--- src/rtl/kw_clock_div_prog_if.sv ---
// Divisor configuration handshake between a controller (master) and the
// programmable clock divider (slave).
interface kw_clock_div_prog_if #(
    parameter int WIDTH = 8
);
    logic             cfg_valid;
    logic [WIDTH-1:0] cfg_div;
    logic             cfg_ready;
    logic             cfg_err;

    modport master (
        output cfg_valid,
        output cfg_div,
        input  cfg_ready,
        input  cfg_err
    );

    modport slave (
        input  cfg_valid,
        input  cfg_div,
        output cfg_ready,
        output cfg_err
    );
endinterface

--- src/rtl/kw_clock_div_prog.sv ---
// Runtime-programmable integer clock divider with a registered, glitch-free
// output. Divisor and enable changes take effect only at period boundaries.
module kw_clock_div_prog #(
    parameter int WIDTH       = 8,
    parameter int DEFAULT_DIV = 4
) (
    input  logic                 i_clock,
    input  logic                 reset,
    input  logic                 testmode,
    input  logic                 en,
    kw_clock_div_prog_if.slave   cfg,
    output logic                 o_clock,
    output logic                 o_tick,
    output logic                 o_running,
    output logic [WIDTH-1:0]     o_div
);

    typedef enum logic {ST_IDLE = 1'b0, ST_RUN = 1'b1} state_t;

    state_t           state_q, state_d;
    logic [WIDTH-1:0] cnt_q, cnt_d;
    logic [WIDTH-1:0] cur_div_q, cur_div_d;
    logic [WIDTH-1:0] pend_div_q, pend_div_d;
    logic             pend_vld_q, pend_vld_d;
    logic             clk_q, clk_d;
    logic             tick_q, tick_d;
    logic             err_q, err_d;

    logic [WIDTH-1:0] half;
    logic [WIDTH-1:0] cnt_inc;
    logic             at_boundary;
    logic             accept;
    logic             bad_div;

    assign half        = cur_div_q >> 1;
    assign cnt_inc     = cnt_q + WIDTH'(1);
    assign at_boundary = (cnt_q == (cur_div_q - WIDTH'(1)));
    assign accept      = cfg.cfg_valid & ~pend_vld_q;
    assign bad_div     = (cfg.cfg_div < WIDTH'(2));

    // State register and datapath registers
    always_ff @(posedge i_clock or posedge reset) begin
        if (reset) begin
            state_q    <= ST_IDLE;
            cnt_q      <= '0;
            cur_div_q  <= WIDTH'(DEFAULT_DIV);
            pend_div_q <= '0;
            pend_vld_q <= 1'b0;
            clk_q      <= 1'b0;
            tick_q     <= 1'b0;
            err_q      <= 1'b0;
        end else begin
            state_q    <= state_d;
            cnt_q      <= cnt_d;
            cur_div_q  <= cur_div_d;
            pend_div_q <= pend_div_d;
            pend_vld_q <= pend_vld_d;
            clk_q      <= clk_d;
            tick_q     <= tick_d;
            err_q      <= err_d;
        end
    end

    // Next-state logic
    always_comb begin
        state_d = state_q;
        case (state_q)
            ST_IDLE: if (en) state_d = ST_RUN;
            ST_RUN:  if (at_boundary && !en) state_d = ST_IDLE;
            default: state_d = ST_IDLE;
        endcase
    end

    // Datapath next values
    always_comb begin
        cnt_d      = cnt_q;
        cur_div_d  = cur_div_q;
        pend_div_d = pend_div_q;
        pend_vld_d = pend_vld_q;
        clk_d      = clk_q;
        tick_d     = 1'b0;
        err_d      = accept & bad_div;

        case (state_q)
            ST_IDLE: begin
                clk_d = 1'b0;
                // A divisor left pending by a stop is applied here, since
                // IDLE behaves as a permanent period boundary.
                if (pend_vld_q) begin
                    cur_div_d  = pend_div_q;
                    pend_vld_d = 1'b0;
                end
                if (accept && !bad_div) begin
                    cur_div_d = cfg.cfg_div;
                end
                if (en) begin
                    cnt_d  = '0;
                    clk_d  = 1'b1;
                    tick_d = 1'b1;
                end
            end
            ST_RUN: begin
                if (!at_boundary) begin
                    cnt_d = cnt_inc;
                    clk_d = (cnt_inc < half);
                end else begin
                    if (pend_vld_q) begin
                        cur_div_d  = pend_div_q;
                        pend_vld_d = 1'b0;
                    end
                    cnt_d = '0;
                    if (en) begin
                        clk_d  = 1'b1;
                        tick_d = 1'b1;
                    end else begin
                        clk_d = 1'b0;
                    end
                end
                // accept implies pend_vld_q==0, so no conflict with the boundary apply
                if (accept && !bad_div) begin
                    pend_div_d = cfg.cfg_div;
                    pend_vld_d = 1'b1;
                end
            end
            default: begin
                cnt_d = '0;
                clk_d = 1'b0;
            end
        endcase
    end

    // Outputs
    always_comb begin
        cfg.cfg_ready = ~pend_vld_q;
        cfg.cfg_err   = err_q;
        o_running     = (state_q == ST_RUN);
        o_tick        = tick_q;
        o_div         = cur_div_q;
        o_clock       = testmode ? i_clock : clk_q;
    end

endmodule

--- src/flat_wrapper.sv ---
// flat-port wrapper written by rule: the top's interface ports become plain ports
module kw_clock_div_prog_flat 
#(
    parameter int WIDTH       = 8,
    parameter int DEFAULT_DIV = 4
)
  (i_clock, reset, testmode, en, o_clock, o_tick, o_running, o_div, cfg_cfg_valid, cfg_cfg_div, cfg_cfg_ready, cfg_cfg_err);
  kw_clock_div_prog_if #(.WIDTH(WIDTH)) cfg_i ();
  input  logic i_clock;
  input  logic reset;
  input  logic testmode;
  input  logic en;
  output logic o_clock;
  output logic o_tick;
  output logic o_running;
  output logic [WIDTH-1:0] o_div;
  input wire logic [$bits(cfg_i.cfg_valid)-1:0] cfg_cfg_valid;
  input wire logic [$bits(cfg_i.cfg_div)-1:0] cfg_cfg_div;
  output wire logic [$bits(cfg_i.cfg_ready)-1:0] cfg_cfg_ready;
  output wire logic [$bits(cfg_i.cfg_err)-1:0] cfg_cfg_err;
  assign cfg_i.cfg_valid = cfg_cfg_valid;
  assign cfg_i.cfg_div = cfg_cfg_div;
  assign cfg_cfg_ready = cfg_i.cfg_ready;
  assign cfg_cfg_err = cfg_i.cfg_err;
  kw_clock_div_prog #(.WIDTH(WIDTH), .DEFAULT_DIV(DEFAULT_DIV)) u_core (.i_clock(i_clock), .reset(reset), .testmode(testmode), .en(en), .cfg(cfg_i), .o_clock(o_clock), .o_tick(o_tick), .o_running(o_running), .o_div(o_div));
endmodule
--- config.mk ---
export PLATFORM = sky130hd
export DESIGN_NAME = kw_clock_div_prog_flat
export DESIGN_NICKNAME = d
export VERILOG_FILES = /design/src/rtl/kw_clock_div_prog_if.sv /design/src/rtl/kw_clock_div_prog.sv /design/src/flat_wrapper.sv
export SDC_FILE = /design/constraint.sdc
export NUM_CORES = 1
export LEC_CHECK = 0
export CORE_MARGIN = 5
export CORE_UTILIZATION = 30
export DETAILED_ROUTE_END_ITERATION = 6
export GPL_TIMING_DRIVEN = 0
export PLACE_DENSITY = 0.59
export SYNTH_ARGS = -nofsm -noshare
export SYNTH_HDL_FRONTEND = slang
export SYNTH_SLANG_ARGS = --single-unit
--- constraint.sdc ---
create_clock -name i_clock -period 2.8 [get_ports i_clock]
set_input_delay 0.84 -clock i_clock [delete_from_list [all_inputs] [get_ports i_clock]]
set_output_delay 0.84 -clock i_clock [all_outputs]
set_load 0.1 [all_outputs]
==> results.ini <==
[run_status]
status=finished clean

[floorplanning]
num_rows=28
die-area_um2=7580
die_x_um=87.1
io_pins=26
die_y_um=87.1
fp.coreArea_um2=5850
start_util_pct=30.5

[critical_path]
cp_max_fo=2
critPathArrivalTime_ns=1.94
crit_slowest_cell=mux2_4
cp_slowest_stage_delay_ns=0.26
required_ns=1.96
end_kind=output pin
path_cells=clkbuf_8 -> mux2_4 -> buf_12
path_class=clock port to output pin
crit_path_start_kind=clock port

[synthesis]
yosysTopAreaCell=dfrtp_1
synth_cells=180
synthMuxAreaShare_pct=5.69
synth_commonest_cells=28 x dfrtp_1, 21 x nand2_1, 13 x inv_1
yosysSeqAreaShare_pct=40.8
yosys.area.top_type_share_pct=39.3
synth_flop_cell=dfrtp_1
synth_area_per_cell_um2=9.90
yosysMostFrequentCell=dfrtp_1
synth_top_family_by_area=compound AO/OA/AOI/OAI gates
netlist_area_um2=1780
synth-compound-area-share_pct=19.6
async_flop_share_pct=100
synthAdderAreaFrac_pct=5.62
yosysWarnings=0
synth_xor_area_share_pct=6.88
yosys_register_bits=29
synth_edf_count=0
synthSimpleGateAreaFrac_pct=15.9
synth_nets=201
synthDistinctLibCells=38
ys_top_cells_by_area=dfrtp_1 39%, a2bb2oi_2 5.9%, mux2_2 5.7%

[timing]
drv_slew=0
finalHoldViolCount=0
setup_viol=0
rsz0062_at_grt=no
setup_tns_ns=0
slew_headroom_pct=26.2
tightest_slew_ns=1.11
fin_worst_skew_ns=0.00532

[placed_design]
portBuffers=25
hpwl_mm=2.82
dp.cells=280
gp_congestion=0.758

[cts]
clkLatencyLatePin_ns=0.39
cts_tree=yes
ctsHoldBuffers=0
cts_setup_buffers=0
clkTransAtPathRegs_ns=0.07

[power_and_ir_drop]
power_density_nw_per_um2=1430
power_leakage_uw=0.000995
max-vdd-ir-drop_mv=0.643

[grt]
grt_pass1_wl_mm=6.67
grtUsageTotal_pct=11.6
grt_max_degree=30
overflow=0
grt_pass1_vias=1442
antenna_found_initial=0

[routing]
vias_per_cell=4.71
drc_errors=0
routed_wirelength_mm=3.83
initialDrtViolationCount=42
antenna_left=0
wl_per_cell_um=13.2
dr.pass1.iters=4
vias=1365

[finish]
area_growth_pct=28.0
fillerInstances=583
n_antenna_cell=0
drive_above_1_share_pct=19.5
nets=235
finalNonFillerCells=290

[hold_path]
hold_path.class=flip-flop to flip-flop

[flow_run]
max_cap_viol_count=0

-- timing repair --
item                       in CTS  in global routing
setup endpoints to repair      10                  1
gates cloned                    0                  0
resized for setup              18                  3
-- path summary, 6_finish.rpt --
kind | start | to | slack [ns] | cells past startpoint
setup / recovery | i_clock | o_clock | 0.02 | 3
hold / removal | u_core.pend_div_q[4] | u_core.pend_div_q[4] | 0.51 | 1
setup reg to reg | u_core.o_div[0] | u_core.cnt_q[5] | 0.36 | 10
hold reg to reg | u_core.pend_div_q[4] | u_core.pend_div_q[4] | 0.51 | 1
max in group asynchronous | reset | u_core.o_div[0] | 1.02 | 2
min in group asynchronous | reset | u_core.o_div[4] | 1.05 | 2
-- layer usage --
metal / track usage (%) / up-vias / wire [um]
met4: 5.52 / 0 / 62
met2: 17.9 / 24 / 1830
li1: - / 701 / -
met3: 5.01 / 8 / 169
met1: 13.7 / 632 / 1770
met5: 0 / - / 0
-- final cells by class --
| class | instances | area [um^2] | area share, % |
|---|---|---|---|
| Buffer | 10 | 48.8 | 2.14 |
| Clock buffer | 9 | 130 | 5.70 |
| Clock inverter | 2 | 37.5 | 1.65 |
| Inverter | 13 | 48.8 | 2.14 |
| Multi-Input combinational cell | 128 | 961 | 42.1 |
| Sequential cell | 29 | 729 | 32.0 |
| Tap cell | 75 | 93.8 | 4.11 |
| Timing Repair Buffer | 24 | 231 | 10.1 |
-- cell families after synthesis --
kind of cell / Yosys count
simple gates: 55
compound gates: 42
flops: 29
buf+inv: 23
xor+xnor: 14
mux: 9
fa+ha+maj: 8
-- flip-flops by register name, summed over array words and instances, names as in the netlist --
signal	flops
u_core.cfg.cfg_err	1
u_core.clk_q	1
u_core.cnt_q	8
u_core.o_div	8
u_core.o_running	1
u_core.o_tick	1
u_core.pend_div_q	8
u_core.pend_vld_q	1
-- power by group --
part / internal, uW / total (uW) / leakage [uW] / switching (uW)
registers: 613 / 802 / 0.000344 / 189
clock network: 400 / 664 / 0.0000899 / 263
logic: 673 / 1790 / 0.000561 / 1120
total: 1690 / 3260 / 0.000995 / 1570
-- cell usage in the layout, fill, tap and decap left out, drive strengths merged, types with 3 or more instances in the layout --
master	n
a211oi	3
a21oi	9
a2bb2oi	7
buf	8
clkbuf	11
clkdlybuf4s50	15
dfrtp	28
dlygate4sd2	8
ha	8
inv	13
mux2	9
nand2	21
nand2b	7
nand3	5
nor2	7
nor3	3
nor4	3
o21ai	4
o22ai	8
xnor2	10
xor2	4
-- stage by stage --
stage | util [%] | total power (uW) | hold slack, ns | instance area, um^2 | worst slack, ns
floorplan | - | 2350 | 0.481 | 1780 | 0.0888
global placement | 36.4 | 2730 | 0.490 | 2130 | -0.640
detailed placement | 36.4 | 2760 | 0.496 | 2130 | -0.637
CTS | 39.0 | 3310 | 0.513 | 2280 | -0.123
global route | 39.0 | 3520 | 0.523 | 2280 | 0.00939
finish | 39.0 | 3260 | 0.511 | 2280 | 0.0228
-- worst max-delay path, delay by kind of cell --
family   cells  cell delay [ns]
buf+inv      2             0.27
mux          1             0.26
No activity file was read; power rests on OpenSTA's default activity.
